`config.mk`:
```
export PLATFORM = sky130hd
export DESIGN_NAME = log_shift_unit
export DESIGN_NICKNAME = d
export VERILOG_FILES = /design/src/rtl/log_shift_unit.sv
export SDC_FILE = /design/constraint.sdc
export NUM_CORES = 1
export LEC_CHECK = 0
export CORE_MARGIN = 2
export CORE_UTILIZATION = 59
export DETAILED_ROUTE_END_ITERATION = 10
export GPL_TIMING_DRIVEN = 0
export PLACE_DENSITY = 0.87
export RECOVER_POWER = 50
export SKIP_LAST_GASP = 1
export SLEW_MARGIN = 20
export SYNTH_ARGS = -nofsm -noshare
export SYNTH_HDL_FRONTEND = slang
export SYNTH_SLANG_ARGS = --single-unit
```
`constraint.sdc`:
```
create_clock -name i_clk -period 3.3 [get_ports i_clk]
set_input_delay 0.66 -clock i_clk [delete_from_list [all_inputs] [get_ports i_clk]]
set_output_delay 0.66 -clock i_clk [all_outputs]
set_load 0.01 [all_outputs]
```
`src/rtl/log_shift_unit.sv`:
```
// MSP430-style logic/shift unit: single-cycle logic ops and SWPB, bit-serial RRA/RRC/RLA,
// registered result and {V,N,Z,C} flags behind valid/ready handshakes on both sides.
module log_shift_unit #(
  parameter int unsigned SIZE  = 16,
  parameter int unsigned CNT_W = $clog2(SIZE)
) (
  input  logic             i_clk,
  input  logic             i_rst_n,
  input  logic             i_in_valid,
  output logic             o_in_ready,
  input  logic [SIZE-1:0]  i_src,
  input  logic [SIZE-1:0]  i_dst,
  input  logic [3:0]       i_fs,
  input  logic             i_bw,
  input  logic [CNT_W-1:0] i_shamt,
  input  logic             i_c_in,
  output logic             o_out_valid,
  input  logic             i_out_ready,
  output logic [SIZE-1:0]  o_result,
  output logic [3:0]       o_flags
);

  localparam int unsigned HALF = SIZE / 2;
  localparam logic [SIZE-1:0] BYTE_MASK = SIZE'(8'hFF);

  typedef enum logic [1:0] {StIdle, StShift, StDone} state_e;

  state_e           r_state, w_state_d;
  logic [SIZE-1:0]  r_w, w_w_d;
  logic [CNT_W-1:0] r_cnt, w_cnt_d;
  logic             r_k, w_k_d;
  logic [1:0]       r_op, w_op_d;
  logic             r_bw, w_bw_d;
  logic [SIZE-1:0]  r_result, w_result_d;
  logic [3:0]       r_flags, w_flags_d;

  logic [SIZE-1:0]  w_a_raw, w_a, w_b;
  logic             w_swpb, w_starts_shift;
  logic [SIZE-1:0]  w_acc_res;
  logic             w_acc_v, w_acc_n, w_acc_z, w_acc_c;
  logic [SIZE-1:0]  w_sh;
  logic             w_k_sh, w_msb, w_ins;

  function automatic logic msb_of(input logic [SIZE-1:0] v, input logic bw);
    return bw ? v[7] : v[SIZE-1];
  endfunction

  assign w_a_raw        = i_fs[3] ? ~i_src : i_src;
  assign w_a            = i_bw ? (w_a_raw & BYTE_MASK) : w_a_raw;
  assign w_b            = i_bw ? (i_dst & BYTE_MASK) : i_dst;
  assign w_swpb         = (i_fs[2:0] == 3'b111);
  assign w_starts_shift = i_fs[2] && !w_swpb && (i_shamt != '0);

  // Result and flags for everything that finishes in the accept cycle.
  always_comb begin
    w_acc_res = w_a;
    if (w_swpb) begin
      // SWPB ignores byte mode, so it works on the unmasked operand.
      w_acc_res = {w_a_raw[HALF-1:0], w_a_raw[SIZE-1:HALF]};
    end else if (!i_fs[2]) begin
      unique case (i_fs[1:0])
        2'b00:   w_acc_res = w_a & w_b;
        2'b01:   w_acc_res = w_a | w_b;
        2'b10:   w_acc_res = w_a ^ w_b;
        default: w_acc_res = w_a;
      endcase
    end
    w_acc_z = (w_acc_res == '0);
    w_acc_n = w_swpb ? w_acc_res[SIZE-1] : msb_of(w_acc_res, i_bw);
    w_acc_c = i_c_in;
    if (!i_fs[2] && !i_fs[0]) begin
      w_acc_c = ~w_acc_z;
    end
    w_acc_v = 1'b0;
    if (!i_fs[2] && (i_fs[1:0] == 2'b10)) begin
      w_acc_v = msb_of(w_a, i_bw) & msb_of(w_b, i_bw);
    end
  end

  // One-bit step of the work register during SHIFT.
  always_comb begin
    w_sh   = r_w;
    w_k_sh = r_k;
    w_ins  = 1'b0;
    w_msb  = msb_of(r_w, r_bw);
    unique case (r_op)
      2'b00, 2'b01: begin
        w_sh  = r_w >> 1;
        w_ins = (r_op == 2'b00) ? w_msb : r_k;
        if (r_bw) begin
          w_sh[7] = w_ins;
        end else begin
          w_sh[SIZE-1] = w_ins;
        end
        w_k_sh = r_w[0];
      end
      2'b10: begin
        w_sh = r_w << 1;
        if (r_bw) begin
          w_sh = w_sh & BYTE_MASK;
        end
        w_k_sh = w_msb;
      end
      default: begin
        w_sh   = r_w;
        w_k_sh = r_k;
      end
    endcase
  end

  always_comb begin
    w_state_d  = r_state;
    w_w_d      = r_w;
    w_cnt_d    = r_cnt;
    w_k_d      = r_k;
    w_op_d     = r_op;
    w_bw_d     = r_bw;
    w_result_d = r_result;
    w_flags_d  = r_flags;
    unique case (r_state)
      StIdle: begin
        if (i_in_valid) begin
          w_w_d   = w_a;
          w_cnt_d = i_shamt;
          w_op_d  = i_fs[1:0];
          w_bw_d  = i_bw;
          if (w_starts_shift) begin
            w_k_d     = i_c_in;
            w_state_d = StShift;
          end else begin
            w_result_d = w_acc_res;
            w_flags_d  = {w_acc_v, w_acc_n, w_acc_z, w_acc_c};
            w_state_d  = StDone;
          end
        end
      end
      StShift: begin
        w_w_d   = w_sh;
        w_k_d   = w_k_sh;
        w_cnt_d = r_cnt - 1'b1;
        if (r_cnt == CNT_W'(1)) begin
          w_result_d = w_sh;
          w_flags_d  = {1'b0, msb_of(w_sh, r_bw), (w_sh == '0), w_k_sh};
          w_state_d  = StDone;
        end
      end
      StDone: begin
        if (i_out_ready) begin
          w_state_d = StIdle;
        end
      end
      default: w_state_d = StIdle;
    endcase
  end

  always_ff @(posedge i_clk or negedge i_rst_n) begin
    if (!i_rst_n) begin
      r_state  <= StIdle;
      r_w      <= '0;
      r_cnt    <= '0;
      r_k      <= 1'b0;
      r_op     <= 2'b00;
      r_bw     <= 1'b0;
      r_result <= '0;
      r_flags  <= 4'b0000;
    end else begin
      r_state  <= w_state_d;
      r_w      <= w_w_d;
      r_cnt    <= w_cnt_d;
      r_k      <= w_k_d;
      r_op     <= w_op_d;
      r_bw     <= w_bw_d;
      r_result <= w_result_d;
      r_flags  <= w_flags_d;
    end
  end

  assign o_in_ready  = (r_state == StIdle);
  assign o_out_valid = (r_state == StDone);
  assign o_result    = r_result;
  assign o_flags     = r_flags;

endmodule
```
Yosys cells after proc, flatten, opt, wreduce, memory -nomap -nowiden
Index checks and enable logic that the tools add are counted. W data, S select, Z words.

Output and inout port bits: 22. Word-level logic and storage cells: 88. Input port bits: 46. Flip-flop bits (word level): 46.

Reduce and logical (&&, ||, !) cells: 20. Eq/ne operators: 13. Add/subtract/negate cells: 1. Muxes and demuxes: 40. Bitwise gates (word level): 6.

Operators by type and width (count): $mux W16 (10); $pmux W16 S2 (3); $pmux W16 S3 (1); $logic_not A16 Y1 (2); $and A16 B16 Y16 (1); $mux W4 (4); $not A16 Y16 (1); $or A16 B16 Y16 (1); $pmux W4 S2 (2); $xor A16 B16 Y16 (1); $mux W1 (13); $mux W2 (4); $eq A2 B1 Y1 const B (3); $eq A2 B2 Y1 const B (3); $logic_not A2 Y1 (3); $ne A2 B2 Y1 const B (3); $pmux W2 S3 (1); $reduce_and A3 Y1 (2); $eq A4 B1 Y1 const B (1); $logic_and A1 B1 Y1 (4); $ne A2 B1 Y1 const B (2); $pmux W1 S2 (2); $reduce_and A2 Y1 (2); $reduce_and A4 Y1 (1); other kinds (8) (10).

Logic depth before layout (Yosys ltp)
Depth in word-level cells: 13. Gate-level depth with buffers: 12. Depth with buffers taken out: 10.

Worst setup path before layout
OpenSTA, ideal clock, no wires.

Kind: in2reg. Start: input i_bw. End: register r_flags[0] (netlist: o_flags[0]). Path slack: 0.448 ns. Data required time: 3.176 ns. Stages on the path: 10. Arrival: 2.729 ns. Buffers on the path: 2. Setup time: 0.124 ns. Cells stage by stage: inv_1 -> clkbuf_1 -> clkbuf_1 -> nand2_1 -> ha_1 -> a32oi_1 -> o211ai_1 -> a2111oi_2 -> nand4_1 -> o31a_1.

Word-level cells in the longest chain between the ends: 11. Elaborated cells between the ends (all ways): 14. Those cells by class: mux: 9; bitwise: 4; reduce/logical: 1.

Ends and longest elaborated chain: from (decl) (line 14) `input logic i_bw,`; $mux W16 (on tied branches) (line 49, 50); $xor A16 B16 Y16, or another cell as far along (line 64) `2'b10: w_acc_res = w_a ^ w_b;`; $pmux W16 S3 (line 61) `unique case (i_fs[1:0])`; $mux W16 * (line 60) `end else if (!i_fs[2]) begin`; $mux W16 * (line 57) `if (w_swpb) begin`; $logic_not A16 Y1 * (line 68) `w_acc_z = (w_acc_res == '0);`; $not A1 Y1 * (line 72) `w_acc_c = ~w_acc_z;`; $mux W1 * (line 71) `if (!i_fs[2] && !i_fs[0]) begin`; $mux W4 * (line 127) `if (w_starts_shift) begin`; $mux W4 * (line 122) `if (i_in_valid) begin`; $pmux W4 S2 * (line 120) `unique case (r_state)`; to (signal assigned) (line 174) `r_flags <= w_flags_d;`; to (decl) (line 35) `logic [3:0] r_flags, w_flags_d;`.

Every way passes the cells marked *; elsewhere a longest branch is shown, timed or not. The select of a mux whose other input is x is not followed. A chain may end at the register's enable or synchronous reset.

Final worst setup path
Same ends and word-level chain as after synthesis.

==> reports/results.tsv <==
stage	metric	value	unit
worst_setup_path	CP max FO	12	
pwr	Pleak	0.002077	uW
placement	Placer Congestion	1.031	
die	die height	88.24	microns
layout	Non-Filler Instances	697	
timing	maximum clock frequency	0.3167	GHz
synthesis	post-synthesis sequential area ratio	0.2750	
run	Max Cap Viol	1	
timing	Final Max Tran Viols	29	
layout	# diodes	0	
clock_tree	CTS tree	built	
global_routing	vias in the first global route	4326	
run_status	status	finished with violations	
clock_tree	CTS Buffer Depth	2	
synthesis	FFs w/ async S/R, synth	1.000	
die	Core Area	6832	sq um
synthesis	Synthesis Warnings	0	
placement	buffers added on ports	66	
worst_setup_path	CP startpoint	i_bw	
synthesis	syn_nets	592	
clock_tree	CTS buffer count	5	
drt	routed wire length	14610	microns
clock_tree	CTS clk-pin slew, worst paths	0.08	ns
layout	fin area	5047	sq um
timing	final worst path period share	0.9568	
worst_setup_path	Critical Path End	o_flags[0]	
global_routing	largest net degree at the start of global routing	29	
placement	pre-CTS setup slack	-0.4016	ns
die	row count	30	
global_routing	initial antenna violation count	0	
worst_setup_path	Worst EP arrival	3.35	ns
synthesis	unique cell type count in the Yosys netlist	63	
synthesis	Post-synth EDFFs	0	
synthesis	register bit total from synthesis	46	
global_routing	total grt overflow	0	
drt	DR WL/cell	20.97	microns
die	io pins	68	
placement	placed insts	691	
drt	Via density	6.846	
timing	RSZ-0062 raised after global routing	no	
layout	nets	665	
die	DIE AREA	7785	sq um
drt	# DRC	0	
clock_tree	Root Buffer	clkbuf_8	
drt	Starting DRT DRC Count	625	
worst_hold_path	Min-Delay Path Class	reg -> reg	
worst_setup_path	critical path class	in -> reg	
timing	skew final	0.009769	ns
worst_setup_path	CP startpoint kind	input pin	
pwr	Worst VDD drop	0.5921	mV
timing	count of final hold-check violations	0	
worst_setup_path	Reg-to-Reg End	o_flags[1]	
layout	layout cells sized above 1	0.07321	
drt	vias	4772	
worst_setup_path	R2R setup slack	0.94	ns
timing	final setup fails	0	
worst_hold_path	worst hold stages	1	
timing	final setup margin	0.1426	ns
timing	min Tclk post-route	3.157	ns
layout	Syn-to-layout area delta	20.56	%
clock_tree	clk_lat worst skew	0.31	ns
synthesis	ys flop type	dfrtp_1	
synthesis	Syn Area/Cell	7.929	sq um
drt	drt first pass iters	6	
synthesis	cells after synthesis	528	
synthesis	Post-Syn Area	4187	sq um
drt	post-route ant nets	0	
clock_tree	Post-CTS Setup Inserts	0	
worst_setup_path	CP required	3.49	ns
global_routing	first-pass GRT wire length	22820	microns
clock_tree	H-tree levels	2	
placement	DP HPWL	11200	microns
worst_setup_path	Worst Setup End Kind	register	
worst_setup_path	RR Startpoint	r_op[0]	
pwr	Total Power	3528	uW
layout	Filler cells	569	
die	Die W	88.24	microns
timing	Max-slew headroom	-0.06062	
clock_tree	clk sink count	46	
placement	placed instance area	4982	sq um
clock_tree	CTS Hold Bufs	0	
worst_setup_path	R2R cell count	7	
die	starting density of the core	0.6128	
run_status	failing checks	max-capacitance violations, max-slew violations	
timing	worst-margin pin slew	1.591	ns
global_routing	total global-route track usage	0.3807	
pwr	Power Dens Cells	699.0	nW/um^2
[through the flow]
step / setup TNS, ns / utilization / hold WS (ns)
global placement: -0.9917 / 0.7271 / 0.4589
global route: 0 / 0.7388 / 0.5097
floorplan: 0 / - / 0.3644
CTS: 0 / 0.7410 / 0.3035
detailed placement: -1.165 / 0.7293 / 0.4687
finish: 0 / 0.7388 / 0.4824
[layout by cell type, fill, tap and decap left out, types with 7 or more instances in the layout]
master / instances
xor2_1: 8
clkbuf_1: 20
dlygate4sd3_1: 9
nand3_1: 11
a211oi_1: 16
o21ai_0: 20
dfrtp_1: 46
nand2b_1: 16
o22ai_1: 21
mux2i_1: 17
nor2_1: 65
o211ai_1: 7
nor2b_1: 7
o31ai_1: 10
a22oi_1: 14
buf_2: 12
clkdlybuf4s50_1: 56
a21o_1: 10
ha_1: 18
inv_1: 19
a21oi_1: 42
nand2_1: 40
[state kept, by name, indices dropped and copies added, names as in the netlist]
signal    flops
o_result     16
r_w          16
r_cnt         4
r_op          2
r_bw          1
o_flags       4
r_state       2
r_k           1
[synth_stat cells (all sizes together), types with 6 or more instances]
| cell | count | share of area |
|---|---|---|
| o211ai | 7 | 0.013 |
| nor2b | 7 | 0.010 |
| o21ai | 20 | 0.024 |
| inv | 19 | 0.017 |
| ha | 18 | 0.054 |
| a22oi | 14 | 0.025 |
| nand3 | 11 | 0.013 |
| a21o | 10 | 0.018 |
| nor4 | 6 | 0.0090 |
| o31ai | 10 | 0.018 |
| a211oi | 16 | 0.029 |
| clkbuf | 20 | 0.018 |
| mux2i | 17 | 0.041 |
| nand2b | 16 | 0.024 |
| a311oi | 6 | 0.014 |
| dfrtp | 46 | 0.27 |
| xor2 | 8 | 0.017 |
| a21oi | 42 | 0.050 |
| nor2 | 67 | 0.061 |
| buf | 25 | 0.039 |
| o22ai | 21 | 0.031 |
| nand2 | 40 | 0.036 |
[critical path, cell delays in order]
cell             delay (ns)
clkdlybuf4s50_1        0.42
inv_1                  0.29
clkbuf_2               0.32
nand2_1                0.09
ha_1                   0.31
a32oi_1                0.20
o211ai_1               0.18
a2111oi_2              0.35
nand4_1                0.20
o31a_1                 0.33
[worst min path at each step]
stage | slack, ns | to | startpoint
after floorplan | 0.36 | o_flags[0] | i_rst_n
after global placement | 0.46 | o_result[6] | o_result[6]
after detailed placement | 0.47 | o_result[8] | o_result[8]
after CTS | 0.30 | r_w[7] | i_rst_n
after global routing | 0.51 | o_result[4] | o_result[4]
final | 0.48 | o_result[6] | o_result[6]
[metal layers]
layer  part of all wire  vias up  track usage  routed length, microns
met2               0.44      351       0.5721                    6488
met4              0.033        0       0.1171                     485
met3               0.11       57      0.07836                    1655
li1                   -     2115            -                       -
met1               0.41     2249       0.5530                    5984
met5                  0        -            0                       0
[area by class of cell]
| cell class | count | area (sq um) | area share |
|---|---|---|---|
| Buffer | 44 | 234.0 | 0.04636 |
| Clock buffer | 5 | 68.82 | 0.01363 |
| Clock inverter | 2 | 10.01 | 0.001983 |
| Inverter | 19 | 71.32 | 0.01413 |
| Multi-Input combinational cell | 418 | 2734 | 0.5416 |
| Sequential cell | 46 | 1151 | 0.2281 |
| Tap cell | 96 | 120.1 | 0.02380 |
| Timing Repair Buffer | 67 | 658.1 | 0.1304 |
[repair_timing]
item / CTS / global route
resized for setup: 1 / 1
setup endpoints to repair: 2 / 2
cloned: 0 / 0
[cells by family (layout without fill, tap and decap cells)]
| logic type | after synthesis | in the layout | share of synthesized area |
|---|---|---|---|
| xor+xnor | 11 | 11 | 0.02301 |
| simple gates | 179 | 179 | 0.2098 |
| buf+inv | 64 | 137 | 0.07352 |
| flops | 46 | 46 | 0.2750 |
| compound gates | 189 | 189 | 0.3135 |
| fa+ha+maj | 18 | 18 | 0.05380 |
| mux | 21 | 21 | 0.05140 |
[power breakdown]
| group | leakage [uW] | switching [uW] | internal, uW | total (uW) |
|---|---|---|---|---|
| Combinational | 0.00148 | 1240 | 855 | 2100 |
| Clock | 0.0000438 | 199 | 143 | 342 |
| Sequential | 0.000556 | 263 | 824 | 1090 |
No activity file was read; power rests on OpenSTA's default activity.
